==> src/rtl/uart_tx_char_fifo.sv <==
// uart_tx_char_fifo
//   First-word-fall-through character FIFO feeding the UART transmit controller.
//   The upstream formatter pushes bytes. The tx controller reads dout while empty is low
//   and pops with a single-cycle rd_en.
//   Ports:
//     clk_tx, rst_clk_tx_n     clock, asynchronous active-low reset
//     wr_en, din               push interface
//     full, almost_full        write-side status
//     rd_en, dout, empty       pop interface (dout is the head, 8'h00 when empty)
//     level                    occupancy 0..DEPTH
//     clr_err                  clears the sticky flags
//     overflow, underflow      sticky debug flags
module uart_tx_char_fifo #(
    parameter int DEPTH  = 16,
    parameter int ADDR_W = 4,
    parameter int AF_LVL = 12
) (
    input  logic              clk_tx,
    input  logic              rst_clk_tx_n,
    input  logic              wr_en,
    input  logic [7:0]        din,
    output logic              full,
    output logic              almost_full,
    input  logic              rd_en,
    output logic [7:0]        dout,
    output logic              empty,
    output logic [ADDR_W:0]   level,
    input  logic              clr_err,
    output logic              overflow,
    output logic              underflow
);

    localparam logic [ADDR_W:0] AF_THR = (ADDR_W+1)'(AF_LVL);

    logic [7:0]      mem [DEPTH];
    logic [ADDR_W:0] wr_ptr;
    logic [ADDR_W:0] rd_ptr;
    logic            push_ok;
    logic            pop_ok;

    // Status is decoded straight from the registered pointers. Every flag therefore
    // settles right after each edge, and it also follows the asynchronous reset immediately.
    assign empty       = (wr_ptr == rd_ptr);
    assign full        = (wr_ptr[ADDR_W] != rd_ptr[ADDR_W]) &&
                         (wr_ptr[ADDR_W-1:0] == rd_ptr[ADDR_W-1:0]);
    assign level       = wr_ptr - rd_ptr;
    assign almost_full = (level >= AF_THR);

    // A pop in the same cycle frees a slot, so a write into a full FIFO still goes through.
    // A pop from an empty FIFO is ignored, even when a write arrives in the same cycle.
    assign push_ok = wr_en && (!full || rd_en);
    assign pop_ok  = rd_en && !empty;

    assign dout = empty ? 8'h00 : mem[rd_ptr[ADDR_W-1:0]];

    // The storage array is not reset. Stale entries can never be observed,
    // because dout is masked while the FIFO is empty.
    always_ff @(posedge clk_tx) begin
        if (push_ok)
            mem[wr_ptr[ADDR_W-1:0]] <= din;
    end

    always_ff @(posedge clk_tx or negedge rst_clk_tx_n) begin
        if (!rst_clk_tx_n) begin
            wr_ptr    <= '0;
            rd_ptr    <= '0;
            overflow  <= 1'b0;
            underflow <= 1'b0;
        end else begin
            if (push_ok) wr_ptr <= wr_ptr + 1'b1;
            if (pop_ok)  rd_ptr <= rd_ptr + 1'b1;
            // A set event in the same cycle as clr_err takes priority over the clear.
            overflow  <= (overflow  && !clr_err) || (wr_en && !push_ok);
            underflow <= (underflow && !clr_err) || (rd_en && empty);
        end
    end

endmodule

==> config.mk <==
export PLATFORM = sky130hd
export DESIGN_NAME = uart_tx_char_fifo
export DESIGN_NICKNAME = d
export VERILOG_FILES = /design/src/rtl/uart_tx_char_fifo.sv
export SDC_FILE = /design/constraint.sdc
export NUM_CORES = 1
export LEC_CHECK = 0
export CAP_MARGIN = 20
export CORE_ASPECT_RATIO = 1.25
export CORE_MARGIN = 4
export CORE_UTILIZATION = 60
export CTS_CLUSTER_SIZE = 24
export DETAILED_ROUTE_END_ITERATION = 16
export PLACE_DENSITY_LB_ADDON = 0.05
export SLEW_MARGIN = 20
export SYNTH_ARGS = -nofsm -noshare
export SYNTH_HDL_FRONTEND = slang
export SYNTH_SLANG_ARGS = --single-unit
export TNS_END_PERCENT = 20
==> constraint.sdc <==
create_clock -name clk_tx -period 5.2 [get_ports clk_tx]
set_input_delay 1.04 -clock clk_tx [delete_from_list [all_inputs] [get_ports clk_tx]]
set_output_delay 1.04 -clock clk_tx [all_outputs]
set_load 0.02 [all_outputs]
==> out/qor.txt <==
Initial Utilization: 0.625
Clk buf depth: 2
ANT cells: 0
Die H: 118 um
Final instance area: 6840 um2
Status: finished clean
Post_cts resized: 0
Syn Inst Count: 298
Crit path largest cell delay: 840 ps
Synth-to-Final Area Change: 17.5%
Maximum fanout along the worst path: 22
Sequential cell area: 4150 um2
Clk_skew: 7.95 ps
Initial DRT Pass Iterations: 4
Async set-reset flop share out of synthesis: 0.0857
I/O Buffers: 30
Pwr dens: 638 nW/um2
Chip Width: 96.1 um
Mux contribution to synthesized area: 0.157
Syn_area_per_cell: 19.5 um2
Remaining routing DRC violations: 0
Vias per inst: 6.10
Final #Nets: 362
RR Startpoint: rd_ptr[2]
Commonest cells post-synth: edfxtp_1 (128), mux4_2 (20), and3_1 (12), dfrtp_1 (12), mux4_1 (12)
Die area: 11400 um2
Num CTS Buffers: 17
Final worst path period need: 4180 ps
Detailed Route WL: 11.2 mm
WP data required: 4160 ps
Setup violators final: 0
Worst Hold Launch: rd_ptr[4]
FMAX: 239 MHz
Fin Hold WS: 494 ps
Post-CTS Hold Fix Bufs: 0
CTS root buf: clkbuf_16
CTS tree: built
Crit path max-delay cell type: dfrtp_1
Global Route Usage Sum: 0.215
Synth top area cells: edfxtp_1 (66%), mux4_2 (7.7%), mux4_1 (5.4%)
Fill cell count: 553
Antenna violations before repair: 0
Placed cell areas: 6230 um2
Clk sinks: 140
Max-Cap Viols: 0
Synth top area share: 0.660
Clock latency on the worst-skew pair: 420 ps
Maximum VDD drop: 0.361 mV
Postcts setup bufs: 0
RSZ-0062 raised after global routing: false
Lkg Pwr: 2.40 nW
Simple-gate area share of the yosys netlist: 0.0374
Drt initial violations: 225
Reg clk slew, reported paths: 60 ps
Worst Hold Class: reg2reg
Ports: 31
Overflow after GRT: 0
Flop and latch count out of synthesis: 140
Mapped Area: 5820 um2
Critical path class: reg2out
First-pass GRT wire length: 16.9 mm
DR WL/cell: 23.5 um
Final Cycle Share: 0.803
Critical-path cell list: inv_1, ha_1, and4_1, nand2_1, o31ai_1, a211oi_1, clkdlybuf4s50_1
Largest net degree at the start of global routing: 23
Number of library cell types mapped by synthesis: 38
FF-to-FF path depth: 6
Cell taking the most area after synthesis: edfxtp_1
Register-to-register setup slack: 2220 ps
Crit path DAT: 3140 ps
CTS H-Tree Depth: 4
Yosys warns: 0
Most used DFF post-synth: edfxtp_1
Main combinational cell family by area after synthesis: multiplexers
Final hold violations: 0
Setup TNS: 0 ps
CP Launch Type: flip-flop
DR vias: 2896
DRT antenna net count: 0
Post-Syn Nets: 321
Core area: 9320 um2
Global placer's final weighted congestion: 0.785
WHS Endpoint: rd_ptr[4]
Hold depth: 1
Crit end category: primary output
Relative slew slack: 0.479
Number of synthesized flops with an enable pin: 128
Multi-input logic area: 1550 um2
Num rows: 39
Post-DP HPWL: 7.21 mm
Worst Max-Slew Pin Slew: 782 ps
Via count of the first global-routing pass: 2934
Most common cell in the netlist: edfxtp_1
Seq/Total Area, Yosys: 0.712
Adder-Cell Fraction of Synth Area: 0.0228
Layout cell share with drive strength beyond 1: 0.190
Post-synthesis xor/xnor area fraction: 0.0165
Worst r2r dst: mem[4][0]
Compound-Gate Fraction of Synth Area: 0.0297
Slew Viols, Final: 0
Worst Setup SP: rd_ptr[2]
[worst max-delay path, delay by kind of cell (launching register included)]
kind	cells	cell delay, ps
simple gates	2	440
fa+ha+maj	1	360
compound gates	2	320
flops	1	840
buf+inv	2	740
[worst max-delay path by stage]
stage | to | slack [ps] | depth (start not counted)
floorplan | dout[6] | 2010 | 8
global placement | almost_full | 1480 | 8
detailed placement | almost_full | 1420 | 8
CTS | almost_full | 970 | 8
global route | dout[6] | 840 | 7
finish | dout[6] | 1020 | 7
[layer usage]
metal | GRT usage | wire (um) | up-vias
li1 | - | - | 1297
met1 | 0.278 | 4420 | 1484
met2 | 0.343 | 5770 | 91
met3 | 0.0508 | 626 | 24
met4 | 0.0996 | 352 | 0
met5 | 0 | 0 | -
[cells by family (layout without fill, tap and decap cells)]
family / Yosys count / after routing
adder cells (fa/ha/maj): 10 / 10
AND/OR/NAND/NOR: 38 / 38
flip-flops: 140 / 140
buffers and inverters: 25 / 79
AO/OA/AOI/OAI: 28 / 28
XOR/XNOR: 11 / 11
multiplexers: 46 / 46
[cell usage in the layout, fill, tap and decap left out, types with 2 or more instances in the layout]
master / n
bufinv_16: 4
clkinv_1: 2
inv_1: 10
xor2_1: 2
clkbuf_16: 17
dfrtp_1: 11
clkbuf_1: 2
nor2_1: 4
o31ai_1: 2
o21ai_1: 4
a21oi_1: 9
ha_1: 9
xnor2_1: 9
mux2i_1: 7
nor4b_2: 2
clkdlybuf4s50_1: 30
buf_4: 6
and3_1: 12
and2_1: 4
nand4_1: 5
mux2_2: 7
nand2_1: 7
nor2b_1: 2
mux4_2: 20
edfxtp_1: 128
mux4_1: 12
o21ai_0: 5
clkinv_2: 3
clkinvlp_4: 3
[where the power goes]
| group | switching (mW) | leakage, nW | internal, mW | total [mW] |
|---|---|---|---|---|
| clock | 0.428 | 0.288 | 0.795 | 1.22 |
| sequential | 0.142 | 1.30 | 1.38 | 1.52 |
| combinational | 0.828 | 0.807 | 0.793 | 1.62 |
| total | 1.40 | 2.40 | 2.97 | 4.36 |
[per-stage QoR]
| step | setup WS [ps] | util | cells | total power, mW |
|---|---|---|---|---|
| floorplan | 2010 | - | 298 | 2.60 |
| global placement | 1480 | 0.669 | 443 | 3.14 |
| detailed placement | 1420 | 0.669 | 443 | 3.18 |
| CTS | 973 | 0.734 | 475 | 4.40 |
| global route | 837 | 0.734 | 475 | 4.56 |
| finish | 1020 | 0.734 | 475 | 4.36 |
[state kept, by name (all words and copies together) (netlist names)]
signal	count
mem	128
rd_ptr	5
wr_ptr	5
underflow	1
overflow	1
[cell type report]
class,count,share of cell area
flip-flops and latches,140,0.606
multi-input cells,133,0.226
clock buffers,19,0.0633
repair buffers,36,0.0505
clock inverters,13,0.0254
well taps,123,0.0225
inverters,11,0.00604
No activity file was read; power rests on OpenSTA's default activity.
